### config.mk
export PLATFORM = sky130hd
export DESIGN_NAME = vec_extract
export DESIGN_NICKNAME = d
export VERILOG_FILES = /design/src/rtl/vec_extract.sv
export SDC_FILE = /design/constraint.sdc
export NUM_CORES = 1
export LEC_CHECK = 0
export ABC_CLOCK_PERIOD_IN_PS = 2790
export CORE_MARGIN = 2
export CORE_UTILIZATION = 35
export DETAILED_ROUTE_END_ITERATION = 10
export PLACE_DENSITY = 0.69
export SLEW_MARGIN = 20
export SYNTH_ARGS = -nofsm -noshare
export SYNTH_HDL_FRONTEND = slang
export SYNTH_SLANG_ARGS = --single-unit
### constraint.sdc
create_clock -name i_clk -period 2.79 [get_ports i_clk]
set_clock_uncertainty 0.05 [all_clocks]
set_input_delay 0.279 -clock i_clk [delete_from_list [all_inputs] [get_ports i_clk]]
set_output_delay 0.279 -clock i_clk [all_outputs]
set_load 0.02 [all_outputs]
### src/rtl/vec_extract.sv
// vec_extract: reads a matrix row stored as PROC_SIZE-bit words from a
// dual-port vector memory and writes it byte by byte, MSB lane first, into
// the 8-bit S memory starting at S_START_ADDR. The next word is prefetched
// while the current one is still being emitted, so S writes are gap-free.
module vec_extract #(
  parameter string PARAMETER_SET      = "L1",
  parameter int    MAT_ROW_SIZE_BYTES = (PARAMETER_SET == "L1") ? 104 :
                                        (PARAMETER_SET == "L2") ? 159 :
                                        (PARAMETER_SET == "L3") ? 202 : 8,
  parameter int    M                  = (PARAMETER_SET == "L1") ? 230 :
                                        (PARAMETER_SET == "L2") ? 352 :
                                        (PARAMETER_SET == "L3") ? 480 : 230,
  parameter int    S_START_ADDR       = (PARAMETER_SET == "L1") ? 126 :
                                        (PARAMETER_SET == "L2") ? 120 :
                                        (PARAMETER_SET == "L3") ? 150 : 3,
  parameter int    N_GF               = 8,
  parameter int    PROC_SIZE          = N_GF * 8,
  parameter int    NUM_WORDS          = (MAT_ROW_SIZE_BYTES + N_GF - 1) / N_GF,
  parameter int    VA_W               = (NUM_WORDS > 1) ? $clog2(NUM_WORDS) : 1,
  parameter int    SA_W               = $clog2(M)
) (
  input  logic                 i_clk,
  input  logic                 i_rst,
  input  logic                 i_start,
  output logic [VA_W-1:0]      o_vec_addr,
  output logic                 o_vec_rd,
  input  logic [PROC_SIZE-1:0] i_vec,
  output logic [SA_W-1:0]      o_s_addr,
  output logic [7:0]           o_s,
  output logic                 o_s_wr_en,
  output logic                 o_done
);

  localparam int LANE_W = (N_GF > 1) ? $clog2(N_GF) : 1;
  localparam int CNT_W  = $clog2(MAT_ROW_SIZE_BYTES + 1);

  localparam logic [VA_W-1:0]   LAST_WORD     = VA_W'(NUM_WORDS - 1);
  localparam logic [LANE_W-1:0] PREFETCH_LANE = LANE_W'(N_GF - 2);
  localparam logic [LANE_W-1:0] LAST_LANE     = LANE_W'(N_GF - 1);
  localparam logic [CNT_W-1:0]  LAST_BYTE     = CNT_W'(MAT_ROW_SIZE_BYTES - 1);
  localparam logic [SA_W-1:0]   S_START       = SA_W'(S_START_ADDR);

  // The S window must fit inside the S memory, and the prefetch lane
  // (one before the last lane) only exists with at least two lanes.
  if ((S_START_ADDR + MAT_ROW_SIZE_BYTES - 1) >= M) begin : g_bad_s_range
    $error("vec_extract: S_START_ADDR+MAT_ROW_SIZE_BYTES-1 must be below M");
  end
  if (N_GF < 2) begin : g_bad_n_gf
    $error("vec_extract: N_GF must be at least 2");
  end

  typedef enum logic [2:0] {
    ST_IDLE,
    ST_FETCH,
    ST_LOAD,
    ST_EMIT,
    ST_DONE
  } state_t;

  state_t                r_state;
  state_t                w_state;

  logic [VA_W-1:0]       r_vec_addr;
  logic                  r_vec_rd;
  logic [SA_W-1:0]       r_s_addr;
  logic [7:0]            r_s;
  logic                  r_s_wr_en;
  logic                  r_done;
  logic [PROC_SIZE-1:0]  r_shift;
  logic [LANE_W-1:0]     r_lane;
  logic [VA_W-1:0]       r_word;
  logic [CNT_W-1:0]      r_byte_cnt;

  logic [VA_W-1:0]       w_vec_addr;
  logic                  w_vec_rd;
  logic [SA_W-1:0]       w_s_addr;
  logic [7:0]            w_s;
  logic                  w_s_wr_en;
  logic                  w_done;
  logic [PROC_SIZE-1:0]  w_shift;
  logic [LANE_W-1:0]     w_lane;
  logic [VA_W-1:0]       w_word;
  logic [CNT_W-1:0]      w_byte_cnt;

  // State register; reset always wins over a coincident start.
  always_ff @(posedge i_clk) begin
    if (i_rst) begin
      r_state <= ST_IDLE;
    end else begin
      r_state <= w_state;
    end
  end

  // Next-state and next-output logic. Lane 0 of every word is taken straight
  // from i_vec (the read data arrives exactly on that cycle); the remaining
  // lanes come from the shift register. The read for the following word is
  // launched while the second-to-last lane is emitted so its data lands just
  // in time for the next lane 0. The transfer ends on the byte count, so any
  // unused lanes of a partial last word are simply never emitted.
  always_comb begin
    w_state    = r_state;
    w_vec_addr = r_vec_addr;
    w_vec_rd   = 1'b0;
    w_s_addr   = r_s_addr;
    w_s        = r_s;
    w_s_wr_en  = 1'b0;
    w_done     = 1'b0;
    w_shift    = r_shift;
    w_lane     = r_lane;
    w_word     = r_word;
    w_byte_cnt = r_byte_cnt;

    case (r_state)
      ST_IDLE: begin
        if (i_start) begin
          w_state = ST_FETCH;
        end
      end

      ST_FETCH: begin
        w_vec_rd   = 1'b1;
        w_vec_addr = '0;
        w_word     = '0;
        w_lane     = '0;
        w_byte_cnt = '0;
        w_state    = ST_LOAD;
      end

      ST_LOAD: begin
        w_state = ST_EMIT;
      end

      ST_EMIT: begin
        w_s_wr_en = 1'b1;
        if (r_lane == '0) begin
          w_s     = i_vec[PROC_SIZE-1 -: 8];
          w_shift = {i_vec[PROC_SIZE-9:0], 8'h00};
        end else begin
          w_s     = r_shift[PROC_SIZE-1 -: 8];
          w_shift = {r_shift[PROC_SIZE-9:0], 8'h00};
        end

        w_s_addr = (r_byte_cnt == '0) ? S_START : r_s_addr + SA_W'(1);

        if ((r_lane == PREFETCH_LANE) && (r_word != LAST_WORD)) begin
          w_vec_rd   = 1'b1;
          w_vec_addr = r_word + VA_W'(1);
        end

        if (r_lane == LAST_LANE) begin
          w_lane = '0;
          w_word = r_word + VA_W'(1);
        end else begin
          w_lane = r_lane + LANE_W'(1);
        end

        if (r_byte_cnt == LAST_BYTE) begin
          w_state = ST_DONE;
        end else begin
          w_byte_cnt = r_byte_cnt + CNT_W'(1);
        end
      end

      ST_DONE: begin
        w_done  = 1'b1;
        w_state = ST_IDLE;
      end

      default: begin
        w_state = ST_IDLE;
      end
    endcase
  end

  // Output and datapath registers; everything clears on reset so an aborted
  // transfer stops writing immediately.
  always_ff @(posedge i_clk) begin
    if (i_rst) begin
      r_vec_addr <= '0;
      r_vec_rd   <= 1'b0;
      r_s_addr   <= '0;
      r_s        <= '0;
      r_s_wr_en  <= 1'b0;
      r_done     <= 1'b0;
      r_shift    <= '0;
      r_lane     <= '0;
      r_word     <= '0;
      r_byte_cnt <= '0;
    end else begin
      r_vec_addr <= w_vec_addr;
      r_vec_rd   <= w_vec_rd;
      r_s_addr   <= w_s_addr;
      r_s        <= w_s;
      r_s_wr_en  <= w_s_wr_en;
      r_done     <= w_done;
      r_shift    <= w_shift;
      r_lane     <= w_lane;
      r_word     <= w_word;
      r_byte_cnt <= w_byte_cnt;
    end
  end

  assign o_vec_addr = r_vec_addr;
  assign o_vec_rd   = r_vec_rd;
  assign o_s_addr   = r_s_addr;
  assign o_s        = r_s;
  assign o_s_wr_en  = r_s_wr_en;
  assign o_done     = r_done;

endmodule

Word-level counts from Yosys, hierarchy flattened
Cells that the tools add are included.
- muxes and demuxes: 18
- equality and inequality tests: 13
- add/sub/neg operators: 4
- reduce and logical (&&, ||, !) cells: 9
- operators by type and width (cell ; count):
    2-to-1 mux 64 bit ; 1
    2-to-1 mux 8 bit ; 2
    case mux 4 bit (2 select lines) ; 2
    case mux 7 bit (2 select lines) ; 1
    case mux 3 bit (4 select lines) ; 1
    inequality test 2 bit, second input constant ; 5
    equality test 3 bit, second input constant ; 3
    2-to-1 mux 3 bit ; 3
    adder 8 x 1 -> 8 bit, second input constant ; 1
    2-to-1 mux 4 bit ; 2
    AND reduction 2 bit ; 4
    adder 7 x 1 -> 7 bit, second input constant ; 1
    equality test 7 bit, second input constant ; 1
    zero test 7 bit ; 1
    2-to-1 mux 7 bit ; 1
    equality test 3 x 2 -> 1 bit, second input constant ; 2
    zero test 3 bit ; 2
    case mux 3 bit (2 select lines) ; 1
    adder 4 x 1 -> 4 bit, second input constant ; 1
    inequality test 4 bit, second input constant ; 1
    adder 3 x 1 -> 3 bit, second input constant ; 1
    equality test 3 x 1 -> 1 bit, second input constant ; 1
    2-to-1 mux 1 bit ; 3
    case mux 1 bit (2 select lines) ; 1
    other kinds (2) ; 2
- logic and storage cells: 55
- output and inout bits: 23
- register bits after elaboration: 104
- input bits: 67

Longest topological paths before layout
Gate-level depths: netlist of run 1.
- word-level depth: 4
- depth in mapped cells: 7
- gate-level depth less buffers: 6

Worst setup path before layout of run 1
Ideal clock, no wire load.
- path type: reg-to-reg
- start point: register r_byte_cnt[0]
- end point: register r_s_addr[4], in the netlist o_s_addr[4]
- library setup time: 0.070 ns
- data required time: 2.670 ns
- cell stages (with the launch flop): 7
- clock period less this slack: 1.715 ns
- arrival: 1.595 ns
- slack: 1.075 ns
- path buffers: 0
- cells stage by stage: dfxtp_1 inv_1 ha_1 or4b_4 or2_4 a211o_1 a21oi_1
- longest elaborated chain between the ends: 2
- ends and longest elaborated chain (what ; line ; RTL):
    from (decl) ; 72 ; logic [CNT_W-1:0] r_byte_cnt;
    from (signal assigned) ; 199 ; r_byte_cnt <= w_byte_cnt;
    zero test 7 bit ; 143 ; w_s_addr = (r_byte_cnt == '0) ? S_START : r_s_addr + SA_W'(1);
    2-to-1 mux 8 bit ; 143 ;
    to (signal assigned) ; 192 ; r_s_addr <= w_s_addr;
    to (decl) ; 65 ; logic [SA_W-1:0] r_s_addr;
No other way between the ends.
A chain may end at the register's enable or synchronous reset.

Worst setup path after layout of run 1
- start point: register r_state[0]
- end point: register r_shift[33]
- longest elaborated chain between the ends: 1
- ends and longest elaborated chain (what ; line ; RTL):
    from (decl) ; 60 ; state_t r_state;
    from (signal assigned) ; 90 ; r_state <= w_state;
    equality test 3 x 2 -> 1 bit ; 113 ; case (r_state)
    to (signal assigned) ; 196 ; r_shift <= w_shift;
    to (decl) ; 69 ; logic [PROC_SIZE-1:0] r_shift;
No other way between the ends.

==> results_dict.tcl, run 1 <==
set metrics [dict create \
    maxSlewViolCount 0 \
    grt_pass1_vias 3457 \
    track_usage_pct 15.47 \
    final_cells 691 \
    hpwlAfterDp_um 6974 \
    yosysWarnings 0 \
    leakage_nw 2.282 \
    p_per_area_mw_per_mm2 570.7 \
    drive_gt1_share_pct 5.515 \
    num-nets-final 615 \
    critical-path-top-delay-family "simple AND/OR/NAND/NOR gates" \
    yosys.area.top_type "dfxtp_1" \
    grt_pass1_wl_um 16160 \
    clkTransAtPathRegs_ns 0.07 \
    drt-initial-drc-count 215 \
    setup_tns_ns 0 \
    status "finished, final reports clean" \
    die_w_um 114.2 \
    vias 3597 \
    ys_seq_area_share_pct 45.19 \
    end_kind "register" \
    fin_ws_ns 0.7784 \
    gp_congestion 0.8168 \
    postCtsHoldBufs 0 \
    dp_worst_setup_slack_ns 0.7675 \
    final_area_mm2 0.005602 \
    core_mm2 0.01191 \
    htree_num_levels 3 \
    ys_types 44 \
    synthMuxAreaShare_pct 13.65 \
    netlist_area_mm2 0.004253 \
    cts_buffer_depth 2 \
    hold_path.class "primary input to register" \
    antenna_left 0 \
    area_delta_synth_final_pct 31.72 \
    worst_ir_drop_vdd_mv 0.2734 \
    placed_cell_area_mm2 0.005286 \
    synth.avg_cell_area_um2 9.107 \
    cts_buffers 9 \
    ys_ff_latch 96 \
    synth_compound_area_share_pct 18.86 \
    synth_flop_cell "dfxtp_1" \
    cts_root_buf "clkbuf_16" \
    path_cells "nand2b_1 -> nor2_4 -> buf_12 -> nor2_1 -> a211oi_1" \
    routed-wl-met3_um 521 \
    synth_top_area_share_pct 45.19 \
    maxCapViolCount 0 \
    cts_tree "yes" \
    synth_edf_count 0 \
    setup_viol 0 \
    cp_slowest_stage_delay_ns 0.51 \
    cp_max_fo 58 \
    hold_viol 0 \
    startpoint_type "register" \
    synth_async_sr_flop_share_pct 0 \
    yosys.area_share.simple_pct 15.12 \
    syn_nets 543 \
    drc 0 \
    grt_max_degree 70 \
    drt_wl_total_um 9884 \
    tightestPinTransition_ns 0.7310 \
    route.detailed.wl_per_inst_um 14.30 \
    path_class "register to register" \
    post-route-min-period_ns 2.012 \
    cp.required_ns 2.98 \
    drt-met1-wl_um 4436 \
    gr-total-overflow 0 \
    synth_fa_ha_area_share_pct 2.648 \
    synth.most_common_cell "dfxtp_1" \
    synth.top_cells.by_count "96 x dfxtp_1, 76 x nor2_1, 58 x mux2i_1" \
    ioPinCount 90 \
    grt_setup_unrepaired "no" \
    initial_core_util_pct 35.70 \
    synthXorXnorAreaFrac_pct 0.4119 \
    antennaDiodeCount 0 \
    die_h_um 114.2 \
    crit_slowest_cell "nor2_4" \
    drt_first_pass_iters 4 \
    synth_area_leaders "dfxtp_1 45%, mux2i_1 14%, a211oi_1 10%" \
    worstPathArrival_ns 2.21 \
    clk-insertion-delay-late_ns 0.34 \
    top_layer "met4" \
    die_area_mm2 0.01305 \
    port-buffer-count 89 \
    max_freq_mhz 497.1 \
    dr_wl_met2_um 4588 \
    dp.cells 675 \
    slew_headroom_pct 51.26 \
    postCtsResizedCells 0 \
    period_share_pct 72.10 \
    postSynthCellCount 467 \
    clock_sinks 96 \
    cts_setup_buffers 0 \
    vias_per_cell 5.205 \
    antenna_found_initial 0 \
    path_buf_inv 1 \
    fp-row-count 40 \
    synth_top_family_by_area "compound AO/OA/AOI/OAI gates" \
]
[placed cells by master, fill, tap and decap left out, types with 3 or more instances in the layout]
cell             count
a31oi_1              4
o21a_1               3
nand2_1             19
o31ai_1              4
o21ai_0              7
a32o_1               3
clkdlybuf4s50_1     88
nor2b_1              3
inv_1                8
a21oi_1             26
dfxtp_1             96
buf_4                4
nor3_1               4
nor2_1              75
clkbuf_16            9
a211oi_1            57
mux2i_1             58
ha_1                 9
buf_12               3
clkbuf_1             3
nand3_1             20
[kinds of logic after synthesis]
kind of cell | Yosys count
AOI/OAI and AO/OA | 116
xor gates and xnor gates | 2
adders and majority gates | 9
buffers and inverters | 44
DFF | 96
muxes | 58
and+or+nand+nor | 142
[path summary, 6_finish.rpt]
| path | slack [ns] | from | depth (start not counted) | to |
|---|---|---|---|---|
| max reg2reg | 0.78 | r_state[0]$_SDFFE_PP0P_ | 5 | r_shift[33]$_SDFFE_PP0N_ |
| max | 0.78 | r_state[0]$_SDFFE_PP0P_ | 5 | r_shift[33]$_SDFFE_PP0N_ |
| min reg2reg | 0.40 | r_shift[9]$_SDFFE_PP0N_ | 2 | r_shift[9]$_SDFFE_PP0N_ |
| min | 0.28 | i_rst | 2 | r_word[1]$_SDFFE_PP0P_ |
[sequential cells by signal (all words and copies together), names as in the netlist]
register,cells
o_done,1
r_lane,3
o_s_wr_en,1
r_shift,56
r_state,3
r_byte_cnt,7
o_vec_rd,1
o_s_addr,8
o_s,8
o_vec_addr,4
r_word,4
[metrics by stage]
step                total power (W)  hold WS [ns]  utilization (%)
finish                     0.003197        0.2808            47.03
global route               0.003335        0.2824            47.03
CTS                        0.003233        0.2726            47.03
detailed placement         0.001915        0.3927            44.38
global placement           0.001904        0.3886            44.38
floorplan                  0.001731        0.3809                -
[power by group]
part           switching (W)  internal (W)  leakage, nW
logic               0.000196      0.000211         1.35
clock network       0.000507      0.000810        0.154
registers          0.0000407       0.00143        0.779
[final cells by class]
cell class / count / area [µm²]
fill: 1141 / 6310
multi-input combinational: 327 / 2171
sequential: 96 / 1922
timing repair buffer: 96 / 975.9
clock buffer: 13 / 250.2
tap: 147 / 183.9
clock inverter: 3 / 65.06
inverter: 9 / 33.78
[routing by layer]
| metal | GRT usage, % | up-vias |
|---|---|---|
| li1 | - | 1848 |
| met1 | 19.32 | 1625 |
| met2 | 24.92 | 100 |
| met3 | 3.282 | 24 |
| met4 | 8.537 | 0 |
| met5 | 0 | - |
(Power assumes the default switching activity.)
==> run 2: changes to the inputs <==
Settings changed: ABC_CLOCK_PERIOD_IN_PS 2790 to 1750, PLACE_DENSITY 0.69 to 0.72.
Clock period 2.79 ns to 1.75 ns, I/O delays scaled along.
==> run 2 against run 1 <==
  * The run now ends with setup timing left
  * Register-to-register slack worse by 0.79 ns
  * Die area did not move
  * Hold slack worse by 0.13 ns
  * Largest power group unchanged
==> results_dict.tcl, run 2 (synthesis results as in run 1) <==
set metrics [dict create \
    maxCapViolCount 0 \
    cp.required_ns 1.98 \
    min_path_cells 4 \
    cts_buffer_depth 2 \
    area_delta_synth_final_pct 39.48 \
    end_kind "register" \
    route.detailed.wl_per_inst_um 15.15 \
    utilization_pct 49.80 \
    reg2regPathDepth 6 \
    drt_wl_total_um 10800 \
    use_met3_pct 3.970 \
    grt_max_degree 87 \
    fin_total_pwr_w 0.005253 \
    r2r-end "o_s_addr[4]$_SDFFE_PP0N_" \
    drt_first_pass_iters 4 \
    violations "setup timing" \
    drc 0 \
    drt-initial-drc-count 204 \
    port-buffer-count 89 \
    p_per_area_mw_per_mm2 885.6 \
    ioPinCount 90 \
    grt_busiest_layer "met2" \
    setup_viol 1 \
    cts_buffers 9 \
    startpoint_type "register" \
    layout_commonest_cell "dfxtp_1" \
    track_usage_pct 16.26 \
    grt_setup_unrepaired "yes" \
    slew_headroom_pct 73.29 \
    max_freq_mhz 566.7 \
    cts_root_buf "clkbuf_16" \
    mostFrequentLayoutCells "93 x dfxtp_1, 88 x clkdlybuf4s50_1, 73 x nor2_1" \
    worst_ir_drop_vdd_mv 0.3921 \
    cp_max_fo 5 \
    vias_per_cell 5.264 \
    post-route-min-period_ns 1.765 \
    path_cells "inv_2 -> ha_4 -> or4b_4 -> or2_4 -> a211o_1 -> a21oi_1" \
    largest_reg_flops 56 \
    fin_ws_ns -0.01462 \
    grt_pass1_wl_um 17130 \
    core_mm2 0.01191 \
    whs_ns 0.1520 \
    worstPathArrival_ns 1.99 \
    leakage_nw 2.448 \
    clock_sinks 96 \
    maxSlewViolCount 0 \
    clkTransAtPathRegs_ns 0.07 \
    gp_congestion 0.8018 \
    crit_slowest_cell "or4b_4" \
    die_h_um 114.2 \
    grtUsageMet2_pct 27.98 \
    die_w_um 114.2 \
    dp_worst_setup_slack_ns -0.02371 \
    path_class "register to register" \
    hold_end "r_state[1]$_SDFFE_PP0P_" \
    clk-insertion-delay-late_ns 0.34 \
    die_area_mm2 0.01305 \
    antenna_found_initial 0 \
    antenna_left 0 \
    gr-total-overflow 0 \
    antennaDiodeCount 0 \
    drive_gt1_share_pct 11.84 \
    status "complete, but fails checks" \
    nFillCells 1074 \
    hpwlAfterDp_um 7218 \
    grt_pass1_vias 3670 \
    min_from "i_rst" \
    dp.cells 691 \
    period_share_pct 100.8 \
    htree_num_levels 3 \
    cp_slowest_stage_delay_ns 0.46 \
    postCtsHoldBufs 0 \
    top_register "r_shift" \
    vias 3753 \
    fp-row-count 40 \
    hold_viol 0 \
    initial_core_util_pct 35.70 \
    final_cells 713 \
    num-nets-final 637 \
    cts_tree "yes" \
    grt_util_met1_pct 19.74 \
    hold_path.class "primary input to register" \
    r2r-start "r_byte_cnt[1]$_SDFFE_PP0P_" \
    tightestPinTransition_ns 0.3965 \
    ff2ff_setup_slack_ns -0.01 \
]
-- run 2: changes by cell type in the layout (fill, tap and decap cells not counted), moves of 3 or more --
cell	change
buf_4	+15
buf_12	+5
clkbuf_1	-3
dfxtp_1	-3
dfxtp_2	+3
-- run 2: repair_timing --
| action | CTS | global route |
|---|---|---|
| endpoints found under the hold margin | 0 | 0 |
| pin swaps | 1 | 4 |
| gates cloned | 0 | 2 |
| buffers inserted | 2 | 2 |
| gates resized for setup | 4 | 14 |
| setup endpoints to repair | 1 | 37 |
-- run 2: metal layers --
layer  part of all wire [%]  wire length [µm]
met5                      0                 0
met4                    1.6               169
met3                    4.4               478
met2                     49              5273
met1                     45              4883
-- run 2: stage by stage --
step / area [µm²] / TNS (ns)
after global routing: 5932 / -0.1358
after floorplan: 4253 / 0
after CTS: 5804 / -0.01880
final: 5932 / -0.01462
after global placement: 5456 / 0
after detailed placement: 5456 / -0.02371
-- run 2: area by class of cell --
type / instances / area [µm²] / area share [%]
flip-flops and latches: 96 / 1926 / 32.46
repair buffers: 118 / 1239 / 20.88
well taps: 147 / 183.9 / 3.101
clock inverters: 6 / 91.34 / 1.540
clock buffers: 10 / 239.0 / 4.029
multi-input cells: 327 / 2220 / 37.42
inverters: 9 / 33.78 / 0.5695
-- run 2: worst max-delay path by stage --
| stage | from | end | slack [ns] |
|---|---|---|---|
| after floorplan | r_byte_cnt[0]$_SDFFE_PP0P_ | o_s_addr[4]$_SDFFE_PP0N_ | 0.03 |
| after global placement | r_byte_cnt[1]$_SDFFE_PP0P_ | o_s_addr[4]$_SDFFE_PP0N_ | 0.03 |
| after detailed placement | r_byte_cnt[1]$_SDFFE_PP0P_ | o_s_addr[4]$_SDFFE_PP0N_ | -0.02 |
| after CTS | r_byte_cnt[0]$_SDFFE_PP0P_ | o_s_addr[4]$_SDFFE_PP0N_ | -0.02 |
| after global routing | r_byte_cnt[0]$_SDFFE_PP0P_ | o_s_addr[6]$_SDFFE_PP0N_ | -0.08 |
| final | r_byte_cnt[1]$_SDFFE_PP0P_ | o_s_addr[4]$_SDFFE_PP0N_ | -0.01 |
-- run 2: power by group --
part | switching (W) | internal [W] | total (W)
Combinational | 0.000338 | 0.000393 | 0.000732
Sequential | 0.0000608 | 0.00228 | 0.00234
Clock | 0.000878 | 0.00130 | 0.00218
Total | 0.00128 | 0.00398 | 0.00525
-- run 2: worst max-delay path, delay by kind of cell, from the launching register on --
| family | cells | cell delay (ns) |
|---|---|---|
| AND/OR/NAND/NOR | 2 | 0.73 |
| AO/OA/AOI/OAI | 2 | 0.38 |
| flip-flops | 1 | 0.34 |
| adder cells (fa/ha/maj) | 1 | 0.12 |
| buffers and inverters | 1 | 0.08 |
